`src/rtl/fifo_read_ctrl_pkg.sv`:
```
// Shared definitions for the async FIFO read-side controller: default sizing
// and Gray/binary pointer conversion helpers.
package fifo_read_ctrl_pkg;

    localparam int DEFAULT_PTR_SIZE      = 4;
    localparam int DEFAULT_AEMPTY_THRESH = 2;
    localparam int CODE_W                = 32;

    function automatic logic [CODE_W-1:0] bin2gray(input logic [CODE_W-1:0] bin);
        return {1'b0, bin[CODE_W-1:1]} ^ bin;
    endfunction

    // Each binary bit is the XOR of all Gray bits at and above it; callers
    // zero-extend narrower pointers, so the unused upper bits contribute nothing.
    function automatic logic [CODE_W-1:0] gray2bin(input logic [CODE_W-1:0] gray);
        logic [CODE_W-1:0] bin;
        bin[CODE_W-1] = gray[CODE_W-1];
        for (int i = CODE_W - 2; i >= 0; i--) begin
            bin[i] = bin[i+1] ^ gray[i];
        end
        return bin;
    endfunction

endpackage

```
`src/rtl/fifo_read_ctrl_sync.sv`:
```
// Two-flop synchronizer bringing a Gray-coded bus into the local clock domain.
module sync_2ff #(
    parameter int width = 1
) (
    input  logic             clk,
    input  logic             rst,
    input  logic [width-1:0] d,
    output logic [width-1:0] q
);

    logic [width-1:0] meta_r;

    // Two-stage capture; the first stage may go metastable, the second settles it.
    always_ff @(posedge clk) begin
        if (rst) begin
            meta_r <= '0;
            q      <= '0;
        end else begin
            meta_r <= d;
            q      <= meta_r;
        end
    end

endmodule

```
`src/rtl/fifo_read_ctrl.sv`:
```
// Read-side controller of an asynchronous FIFO: read pointer, empty/almost-empty
// flags, occupancy and sticky underflow, all judged against the synchronized write pointer.
module fifo_read_ctrl
    import fifo_read_ctrl_pkg::*;
#(
    parameter int ptr_size      = DEFAULT_PTR_SIZE,
    parameter int aempty_thresh = DEFAULT_AEMPTY_THRESH
) (
    input  logic              rd_clk,
    input  logic              rst,
    input  logic [ptr_size:0] g_wptr_async,
    input  logic              rd_en,
    output logic              empty,
    output logic              aempty,
    output logic [ptr_size:0] rd_count,
    output logic              underflow,
    output logic [ptr_size:0] b_rptr,
    output logic [ptr_size:0] g_rptr,
    output logic              mem_rd_en
);

    localparam int               PTR_W           = ptr_size + 1;
    localparam logic [PTR_W-1:0] AEMPTY_THRESH_C = PTR_W'(aempty_thresh);

    logic [PTR_W-1:0] g_wptr_sync_s;
    logic [PTR_W-1:0] b_wptr_sync_s;
    logic [PTR_W-1:0] b_rptr_next_s;
    logic [PTR_W-1:0] g_rptr_next_s;
    logic [PTR_W-1:0] rd_count_next_s;
    logic             rd_fire_s;

    sync_2ff #(
        .width(PTR_W)
    ) u_wptr_sync (
        .clk (rd_clk),
        .rst (rst),
        .d   (g_wptr_async),
        .q   (g_wptr_sync_s)
    );

    // Next-state pointer arithmetic; reset suppresses the read so the memory never sees a strobe.
    always_comb begin
        b_wptr_sync_s   = PTR_W'(gray2bin(CODE_W'(g_wptr_sync_s)));
        rd_fire_s       = rd_en & ~empty & ~rst;
        b_rptr_next_s   = b_rptr + {{(PTR_W-1){1'b0}}, rd_fire_s};
        g_rptr_next_s   = PTR_W'(bin2gray(CODE_W'(b_rptr_next_s)));
        rd_count_next_s = b_wptr_sync_s - b_rptr_next_s;
    end

    assign mem_rd_en = rd_fire_s;

    // Flags use the post-read pointer so the final read raises empty on its own edge.
    always_ff @(posedge rd_clk) begin
        if (rst) begin
            b_rptr    <= '0;
            g_rptr    <= '0;
            empty     <= 1'b1;
            aempty    <= 1'b1;
            rd_count  <= '0;
            underflow <= 1'b0;
        end else begin
            b_rptr    <= b_rptr_next_s;
            g_rptr    <= g_rptr_next_s;
            empty     <= (g_rptr_next_s == g_wptr_sync_s);
            aempty    <= (rd_count_next_s <= AEMPTY_THRESH_C);
            rd_count  <= rd_count_next_s;
            underflow <= underflow | (rd_en & empty);
        end
    end

endmodule

```
`config.mk`:
```
export PLATFORM = sky130hd
export DESIGN_NAME = fifo_read_ctrl
export DESIGN_NICKNAME = d
export VERILOG_FILES = /design/src/rtl/fifo_read_ctrl_pkg.sv /design/src/rtl/fifo_read_ctrl_sync.sv /design/src/rtl/fifo_read_ctrl.sv
export SDC_FILE = /design/constraint.sdc
export NUM_CORES = 1
export LEC_CHECK = 0
export CORE_MARGIN = 3
export CORE_UTILIZATION = 52
export DETAILED_ROUTE_END_ITERATION = 10
export PLACE_DENSITY = 0.82
export SKIP_CTS_REPAIR_TIMING = 1
export SYNTH_ARGS = -nofsm -noshare
export SYNTH_HDL_FRONTEND = slang
export SYNTH_HIERARCHICAL = 1
export SYNTH_SLANG_ARGS = --single-unit
```
`constraint.sdc`:
```
create_clock -name rd_clk -period 6.5 [get_ports rd_clk]
set_clock_uncertainty 0.05 [all_clocks]
set_input_delay 0.975 -clock rd_clk [delete_from_list [all_inputs] [get_ports rd_clk]]
set_output_delay 0.975 -clock rd_clk [all_outputs]
set_load 0.03 [all_outputs]
```
# Yosys cells after proc, flatten, opt, wreduce, memory -nomap -nowiden
# Cells that the tools add are included.
# totals
wordCells	23
ff_bits	28
# op_classes
addsub	2
n_bitwise	11
n_eq_ne	1
order_cmp	1
# op_table
operator	count
adder 5 x 1 -> 5 bit	1
equality test 5 bit	1
less-or-equal comparator 5 x 2 -> 1 bit, second input constant	1
subtractor 5 bit	1
XOR 4 x 5 -> 5 bit	1
XOR 1 bit	4
bitwise AND 1 bit	3
inverter 1 bit	2
OR 1 bit	1

# Longest topological paths before layout
# logic_depth
depth_word	6
ltp_mapped	13
depth_no_buf	12

# By module
# Netlist, hierarchy kept.
# modules_own_cells
module	area_each_um2	instances	seq_area_each_um2	cells_each
fifo_read_ctrl	942.2	1	340.3	95
sync_2ff	262.8	1	200.2	20

# Least setup slack after synthesis
# OpenSTA, ideal clock, no wires.
# synth_timing
kind	input-to-reg
from	in rst
to	reg aempty
n_path_buf	1
path_slack_ns	2.244
t_arrival_ns	4.090
required_ns	6.334
path_stages	12
path_cell_list	clkbuf_1 -> nor3b_1 -> ha_1 -> ha_1 -> xnor2_1 -> xnor2_1 -> ha_1 -> a211o_1 -> a41o_1 -> a21oi_2 -> xnor2_1 -> a41o_1
# synth_via
elab_chain_cells	5
# synth_rtl
item	line_no	source
from (decl)	fifo_read_ctrl.sv:10	input logic rst,
inverter 1 bit	fifo_read_ctrl.sv:44	rd_fire_s = rd_en & ~empty & ~rst;
bitwise AND 1 bit	fifo_read_ctrl.sv:44	
named net mem_rd_en	fifo_read_ctrl.sv:19	output logic mem_rd_en
adder 5 x 1 -> 5 bit	fifo_read_ctrl.sv:45	b_rptr_next_s = b_rptr + {{(PTR_W-1){1'b0}}, rd_fire_s};
subtractor 5 bit	fifo_read_ctrl.sv:47	rd_count_next_s = b_wptr_sync_s - b_rptr_next_s;
less-or-equal comparator 5 x 2 -> 1 bit	fifo_read_ctrl.sv:65	aempty <= (rd_count_next_s <= AEMPTY_THRESH_C);
to (signal assigned)	fifo_read_ctrl.sv:65	
to (decl)	fifo_read_ctrl.sv:14	output logic aempty,
# The timed path passes the listed nets, and every way through them passes these cells.
# A chain may end at the register's enable or synchronous reset.

# Final worst setup path
# layout_timing
from	in rst
to	reg aempty
# layout_via
elab_chain_cells	5
# layout_rtl
item	line_no
inverter 1 bit	fifo_read_ctrl.sv:44
bitwise AND 1 bit	fifo_read_ctrl.sv:44
adder 5 x 1 -> 5 bit	fifo_read_ctrl.sv:45
subtractor 5 bit	fifo_read_ctrl.sv:47
less-or-equal comparator 5 x 2 -> 1 bit	fifo_read_ctrl.sv:65
# Parallel ways exist; a longest one is shown, timed or not.

==> metrics.txt <==
CP Class in -> reg; Slew HR 0.739; synthesized area per cell approximately 10 um2; Critical R2R Capture aempty$_SDFF_PP1_; period utilization 0.578; Fin. Hold Viols 0; die width ~54 um; setup ws final 2.74 ns; Async SR Flop Fraction 0; antenna viol nets, final 0; Max-cap violations 0; Placement Setup Slack approximately 2.4 ns; pin count of the biggest net entering global routing 28; length of the first detailed-routing pass in iterations 4; first-pass GRT wire length approximately 3.5 mm; CTS max path bufs 2; r2r worst-path depth 11; Worst setup SP type primary input; DRC violations left 0; vias in the first global route ~850; synthesized area between 1000 and 1500 um2; Core Footprint between 2000 and 2500 um2; IO Port Bufs 26; setup slack, reg-to-reg around 3.5 ns; final critical-path required period approximately 3.8 ns; worst-margin pin slew between 0.3 and 0.4 ns; CP max FO 4; Total Routed Length between 2 and 2.5 mm; total number of yosys warnings 6; CP cell instances clkdlybuf4s50_1 -> nor3b_1 -> ha_1 -> ha_1 -> xnor2_1 -> xnor2_1 -> ha_1 -> a211o_1 -> a41o_1 -> a21oi_2 -> xnor2_1 -> a41o_1; Worst setup EP type flip-flop; initial antenna violation count 0; cell chosen for the clock root clkbuf_4; vias around 850; H-tree depth 1; gpl congestion 0.827; status completed; P&R area growth vs syn 26.0%; Syn Nets 130; Yosys reg bits 27; Slew Limit Fails 0; Crit Reg-Reg Startpoint u_wptr_sync/q[4]$_SDFF_PP0_; WP data required between 6 and 7 ns; P_leak just over 0.6 nW; # rows 16; Post-synth EDFFs 0; Total Power about 0.34 mW; Max Clk Rate ~270 MHz; share of layout cells above drive strength 1 0.0909; Hold EP u_wptr_sync/q[4]$_SDFF_PP0_; total congestion overflow 0; starting density of the core 0.579; # diodes 0; # fillers between 150 and 200; CTS tree done; pwr dens about 220 nW/um2; Crit-path slowest cell clkdlybuf4s50_1; Worst Path Buf+Inv 1; Via density approximately 5; Synth Flop Type dfxtp_1; worst-skew pair later-pin latency 0.32 ns; cell family contributing the most delay on the critical path compound AO/OA/AOI/OAI gates; Max VDD drop a little over 0.2 mV; Hold WC Path Type reg -> reg; Largest stage delay, worst path 0.46 ns; CP arrival ~4 ns; final core utilization 0.729; DR iter-0 viols 5; die area between 2000 and 3000 um2; DIE HEIGHT about 54 um; CTS Sinks 27; Syn Inst Count about 120; gr usage total 0.169; setup_tns 0 ns; post-detail-place hpwl roughly 1.6 mm; CTS clk-pin slew, worst paths about 0.14 ns; RSZ-0062 raised after global routing false; IO Count 27; sequential area share after synthesis 0.449; Fin Hold WS around 0.40 ns; Setup-failing EPs final 0; WHS Path Cells 1; Num CTS Buffers 3; worst hold start u_wptr_sync/meta_r[4]$_SDFF_PP0_; wire per inst about 12 um; Layout Nets 159; Netlist cell types 32
==> kinds of logic after synthesis <==
kind of cell | count (synthesis) | share of synthesized area
AOI/OAI and AO/OA | 12 | 0.0706
adders and majority gates | 7 | 0.0727
muxes | 1 | 0.00831
and+or+nand+nor | 43 | 0.199
DFF | 27 | 0.449
xor gates and xnor gates | 19 | 0.179
buffers and inverters | 6 | 0.0218
==> worst max path at each step <==
| stage | startpoint | endpoint | slack (ns) | depth (start not counted) |
|---|---|---|---|---|
| after floorplan | rst | aempty$_SDFF_PP1_ | 2.24 | 12 |
| after global placement | rd_en | aempty$_SDFF_PP1_ | 2.52 | 12 |
| after detailed placement | rst | aempty$_SDFF_PP1_ | 2.39 | 12 |
| after CTS | rst | aempty$_SDFF_PP1_ | 2.76 | 12 |
| after global routing | rd_en | aempty$_SDFF_PP1_ | 2.55 | 13 |
| final | rst | aempty$_SDFF_PP1_ | 2.74 | 12 |
==> flip-flops by register name (all words and copies together), names as in the netlist <==
name	cells
aempty	1
empty	1
b_rptr	5
rd_count	5
underflow	1
u_wptr_sync/meta_r	5
u_wptr_sync/q	5
g_rptr	4
==> final cells by class <==
type | instances | area (um2) | share of cell area
Multi-Input combinational cell | 82 | 638 | 0.420
Inverter | 3 | 11.3 | 0.00742
Tap cell | 27 | 33.8 | 0.0223
Timing Repair Buffer | 27 | 268 | 0.176
Sequential cell | 27 | 541 | 0.356
Clock buffer | 4 | 26.3 | 0.0173
==> routing by layer <==
layer,share of wire,GRT usage,up-vias
li1,-,-,430
met1,0.44,0.187,389
met2,0.47,0.283,25
met3,0.050,0.0416,9
met4,0.034,0.112,0
met5,0,0,-
==> layout by cell type, fill, tap and decap left out, types with 3 or more instances in the layout <==
cell type,instances
inv_1,3
nor2_1,11
xnor2_1,7
nor2b_1,15
nand2_1,3
xor2_1,8
nand3_1,3
a21oi_1,3
ha_1,7
clkdlybuf4s50_1,26
dfxtp_1,27
clkbuf_4,3
nor3b_1,3
==> synth_stat cells, types with 3 or more instances <==
master   count  area share
a21oi_1      3       0.012
dfxtp_1     27        0.45
ha_1         7       0.073
inv_1        3      0.0093
nand2_1      3      0.0093
nand3_1      3       0.012
nor2_1      11       0.034
nor2b_1     15       0.078
nor3b_1      3       0.019
xnor2_1      7       0.051
xor2_1       8       0.058
==> worst reg2reg max path, stage by stage (launching register included) <==
cell and delay, ns:
dfxtp_1 0.40, xnor3_2 0.51, xor2_1 0.30, xor2_1 0.21, ha_1 0.17, inv_1 0.05
ha_1 0.22, a211o_1 0.28, a41o_1 0.22, a21oi_2 0.14, xnor2_1 0.10, a41o_1 0.22
==> stage by stage <==
stage                     cells  area, um2
after floorplan             115       1200
after global routing        170       1520
after CTS                   170       1520
after global placement      166       1490
after detailed placement    166       1490
final                       170       1520
==> power by group <==
group,switching (mW),internal (mW)
Clock,0.0476,0.0241
Sequential,0.00482,0.177
Combinational,0.0453,0.0405
Power figures use the tool's default switching activity.
